--- src/rtl/network_sequencer.sv ---
// Sequences one bitstream run of a stochastic network: clear, L compute cycles,
// integrate, then capture the network result and pulse done.
module network_sequencer #(
  parameter int unsigned INPUT_SIZE  = 2,
  parameter int unsigned OUTPUT_SIZE = 1,
  parameter int unsigned DATA_WIDTH  = 32,
  parameter int unsigned MAX_LENGTH  = 256,
  localparam int unsigned CNT_W      = $clog2(MAX_LENGTH + 1)
) (
  input  logic                                    clk,
  input  logic                                    rst,
  input  logic                                    start,
  input  logic                                    abort,
  input  logic [CNT_W-1:0]                        len_cfg,
  input  logic [INPUT_SIZE-1:0][DATA_WIDTH-1:0]   data_in,
  input  logic [OUTPUT_SIZE-1:0][DATA_WIDTH-1:0]  net_result,
  output logic [INPUT_SIZE-1:0][DATA_WIDTH-1:0]   net_in,
  output logic                                    net_rst,
  output logic                                    net_compute,
  output logic [OUTPUT_SIZE-1:0][DATA_WIDTH-1:0]  data_out,
  output logic                                    busy,
  output logic                                    done,
  output logic                                    aborted,
  output logic [2:0]                              state_out,
  output logic [CNT_W-1:0]                        bit_count
);

  typedef enum logic [2:0] {
    StIdle      = 3'd0,
    StClear     = 3'd1,
    StCompute   = 3'd2,
    StIntegrate = 3'd3,
    StDone      = 3'd4
  } state_e;

  localparam logic [CNT_W-1:0] MaxLen = CNT_W'(MAX_LENGTH);

  state_e                                 state_q, state_d;
  logic [INPUT_SIZE-1:0][DATA_WIDTH-1:0]  net_in_q;
  logic [OUTPUT_SIZE-1:0][DATA_WIDTH-1:0] data_out_q;
  logic [CNT_W-1:0]                       len_q;
  logic [CNT_W-1:0]                       bit_count_q;
  logic                                   aborted_q;

  logic [CNT_W-1:0] eff_len;
  logic [CNT_W-1:0] last_count;
  logic             accept;
  logic             run_abort;

  // Zero or out-of-range lengths fall back to the full bitstream.
  assign eff_len    = ((len_cfg == '0) || (len_cfg > MaxLen)) ? MaxLen : len_cfg;
  assign last_count = len_q - CNT_W'(1);
  assign accept     = (state_q == StIdle) && start && !abort;
  assign run_abort  = abort && ((state_q == StClear) || (state_q == StCompute) ||
                                (state_q == StIntegrate));

  always_comb begin
    state_d = state_q;
    unique case (state_q)
      StIdle:      if (accept) state_d = StClear;
      StClear:     state_d = abort ? StIdle : StCompute;
      StCompute: begin
        if (abort)                           state_d = StIdle;
        else if (bit_count_q == last_count)  state_d = StIntegrate;
      end
      StIntegrate: state_d = abort ? StIdle : StDone;
      StDone:      state_d = StIdle;
      default:     state_d = StIdle;
    endcase
  end

  always_ff @(posedge clk) begin
    if (rst) begin
      state_q     <= StIdle;
      net_in_q    <= '0;
      data_out_q  <= '0;
      len_q       <= '0;
      bit_count_q <= '0;
      aborted_q   <= 1'b0;
    end else begin
      state_q <= state_d;
      if (accept) begin
        net_in_q    <= data_in;
        len_q       <= eff_len;
        bit_count_q <= '0;
        aborted_q   <= 1'b0;
      end
      if ((state_q == StCompute) && !abort) begin
        bit_count_q <= bit_count_q + CNT_W'(1);
      end
      if ((state_q == StIntegrate) && !abort) begin
        data_out_q <= net_result;
      end
      if (run_abort) begin
        aborted_q <= 1'b1;
      end
    end
  end

  // Every output is a register or a pure decode of the state register.
  assign net_in      = net_in_q;
  assign data_out    = data_out_q;
  assign bit_count   = bit_count_q;
  assign aborted     = aborted_q;
  assign state_out   = state_q;
  assign net_rst     = (state_q == StClear);
  assign net_compute = (state_q == StCompute);
  assign busy        = (state_q != StIdle);
  assign done        = (state_q == StDone);

endmodule

--- config.mk ---
export PLATFORM = sky130hd
export DESIGN_NAME = network_sequencer
export DESIGN_NICKNAME = d
export VERILOG_FILES = /design/src/rtl/network_sequencer.sv
export SDC_FILE = /design/constraint.sdc
export NUM_CORES = 1
export LEC_CHECK = 0
export ABC_CLOCK_PERIOD_IN_PS = 2000
export CORE_MARGIN = 4
export CORE_UTILIZATION = 39
export CTS_CLUSTER_DIAMETER = 30
export DETAILED_ROUTE_END_ITERATION = 12
export PLACE_DENSITY = 0.78
export RECOVER_POWER = 25
export SYNTH_ARGS = -nofsm -noshare
export SYNTH_HDL_FRONTEND = slang
export SYNTH_SLANG_ARGS = --single-unit
--- constraint.sdc ---
create_clock -name clk -period 2 [get_ports clk]
set_input_delay 0.3 -clock clk [delete_from_list [all_inputs] [get_ports clk]]
set_output_delay 0.3 -clock clk [all_outputs]
set_load 0.02 [all_outputs]
==> results of run 1 <==
repair_timing:
action	CTS	global route
setup endpoints to repair	4	1
gates cloned	0	0
resized for setup	4	2
layer usage:
layer	routed length (µm)	up-vias	track usage, %
met3	1050	22	8.36
met4	233	0	7.81
li1	-	2336	-
met2	7430	119	36.3
met5	0	-	0
met1	5580	2196	24.2
where the power goes:
part / switching, µW / internal [µW]
Combinational: 336 / 399
Sequential: 41.2 / 2430
Clock: 1020 / 2240
stage by stage:
stage | std cells | worst slack [ps] | hold slack [ps]
2_1_floorplan | 578 | 32.2 | 377
6_report | 950 | 96.9 | 333
5_1_grt | 950 | 4.11 | 363
3_3_place_gp | 918 | -143 | 441
4_1_cts | 950 | 93.8 | 327
3_5_place_dp | 918 | -157 | 447
final cells by class:
class                   count  area share [%]
repair buffers            239            31.6
flip-flops and latches    118            31.1
multi-input cells         415            26.3
clock buffers              23            6.55
well taps                 143            2.35
clock inverters             9            1.91
inverters                   3           0.148
worst paths after layout:
check	end	cells after the start	slack, ps
max	state_out[2]	2	100
min	state_out[0]$_SDFFE_PP0P_	5	330
max reg2reg	state_out[0]$_SDFFE_PP0P_	7	170
min reg2reg	data_out[3]$_SDFFE_PP0P_	2	450
registers in the layout, indices dropped and copies added, names as in the netlist:
signal	flops
net_in	64
state_out	3
bit_count	9
len_q	9
aborted	1
data_out	32
critical path, cell delays in order (launching register included):
cell and delay (ps):
dfxtp_1 330, clkbuf_2 210, clkdlybuf4s50_1 650
layout by cell type, fill, tap and decap left out, drive strengths merged, types with 5 or more instances in the layout:
cell	n
dfxtp	118
clkinv	5
clkdlybuf4s50	207
dlygate4sd3	9
nand3	8
nor2	27
nor3	6
clkbuf	27
a21oi	110
nand2	206
buf	15
nand3b	9
xnor2	9
cell families (layout without fill, tap and decap cells):
logic type               Yosys count  after routing
AND/OR/NAND/NOR                  273            273
AO/OA/AOI/OAI                    123            123
flip-flops                       118            118
buffers and inverters             45            274
XOR/XNOR                          11             11
multiplexers                       5              5
adder cells (fa/ha/maj)            3              3
synth_stat cells, types with 3 or more instances:
cell / number
ha_1: 3
xnor2_1: 9
nand2_1: 206
nand3_1: 7
nor3b_1: 3
dfxtp_1: 118
a21oi_1: 110
and3_1: 4
o21ai_0: 3
clkbuf_1: 30
a211oi_1: 3
nor3_1: 4
mux2i_1: 3
nand3b_1: 9
nor4_1: 4
buf_2: 9
nor2_1: 26
inv_1: 3
==> impl_metrics.tcl, run 1 <==
set metrics [dict create \
    drive_gt1_share_pct 6.82 \
    dominant_combinational_cell_family_by_area_after_synthesis "simple AND/OR/NAND/NOR gates" \
    count_of_final_max_slew_check_failures 0 \
    numPortBuffers 221 \
    clock-skew-final_ps 13.9 \
    worst-slew-pin-transition_ps 661 \
    layout.filler_cells 963 \
    min_period_over_period_pct 95.2 \
    yosys.area_share.xor_xnor_pct 2.12 \
    tritoncts.num_buffers 17 \
    dieHeight_um 116 \
    seq_area_mm2 0.00236 \
    synth.lib_cells_used.distinct 38 \
    number_of_antenna_violations_at_the_first_check_in_global_routing 0 \
    synth_top_cells_by_area "dfxtp_1 (52%), nand2_1 (17%), a21oi_1 (12%)" \
    global_route.overflow_total 0 \
    fin_tns_setup_ps 0 \
    initial_utilization_pct 39.9 \
    netlist.area_leader.share_pct 51.9 \
    syn-cell-area_mm2 0.00455 \
    cts.repair_timing.setup_buffer_count 0 \
    power_uw 6460 \
    grt_pass1_vias 4593 \
    cp-end-kind "primary output" \
    power.leakage_uw 0.00280 \
    dp_hpwl_um 10300 \
    areaGrowthSynthToFinish_pct 67.0 \
    synth_seq_area_share_pct 51.9 \
    hold_viol_final 0 \
    min-delay-path-class "in2reg" \
    drtAntennaViolNets 0 \
    synth_net_count 690 \
    placement.cell_area_mm2 0.00699 \
    timing.rr.start "len_q[0]$_SDFFE_PP0P_" \
    clock.fmax_mhz 525 \
    die_w_um 116 \
    groute.usage.overall_pct 21.3 \
    clk_root_buffer_cell "clkbuf_16" \
    post-route-min-period_ps 1900 \
    setup.worst_path.start "state_out[2]$_SDFFE_PP0P_" \
    ir_drop_mv 0.619 \
    worst_ep_required_time_ps 1700 \
    h-tree-depth 4 \
    synth-compound-area-share_pct 14.1 \
    route.detailed.drc 0 \
    postLayoutCellArea_mm2 0.00760 \
    worst_setup_hold_path_clk_slew_ps 60 \
    insertedDiodeCount 0 \
    synth_mux_area_share_pct 1.24 \
    grt_first_pass_wirelength_um 22700 \
    insertion_delay_ps 410 \
    route.vias.total 4673 \
    cts_num_sinks 118 \
    cts.hold.buffers_added 0 \
    critical_path.startpoint_type "flop" \
    headroom_to_the_max_slew_limit_pct 55.9 \
    floorplan.die_area_mm2 0.0135 \
    clock_tree.buffer_depth 2 \
    timing.critical_path.arrival_ps 1600 \
    worst_hold_startpoint "rst" \
    firstDrtPassIters 4 \
    run_status "finished, final reports clean" \
    finish.utilization_pct 66.6 \
    syn-mean-instance-area_um2 7.88 \
    report.final.setup_viol 0 \
    synth_cells 578 \
    path_class "reg2out" \
    timing.max_cap.violations 0 \
    synth_adder_area_share_pct 0.824 \
    powerDensity_mw_per_mm2 850 \
    finish.net_count 906 \
    finalWeightedCongestion 0.809 \
    synth-async-reset-ratio_pct 0 \
    synth.ff_latch_count 118 \
    drt-total-wl_um 14300 \
    worst-path-max-fanout 11 \
    avgViaCountPerCell 4.92 \
    dr.first_iter.drc_count 255 \
    rsz_0062_raised_after_global_routing "false" \
    synth_enable_flop_cells 0 \
    largest_net_degree_at_the_start_of_global_routing 118 \
    multi_input_gate_area_in_the_final_layout_mm2 0.00200 \
    design.portCount 222 \
    yosys.area_share.simple_pct 25.5 \
    cts_tree "done" \
    route.detailed.wl_per_inst_um 15.0 \
    design.core.area_mm2 0.0114 \
    synth_largest_area_cell "dfxtp_1" \
    core.rowCount 39 \
    synth_ff_type "dfxtp_1" \
    synth-warning-count 0 \
]
Power figures use the tool's default switching activity.
==> inputs of run 2 (changes only) <==
--- a/config.mk
+++ b/config.mk
@@ -15,3 +15,4 @@
 export SYNTH_ARGS = -nofsm -noshare
 export SYNTH_HDL_FRONTEND = slang
 export SYNTH_SLANG_ARGS = --single-unit
+export TNS_END_PERCENT = 20
==> results of run 2 <==
No change in the layout: final DEF, timing and power equal those of run 1.
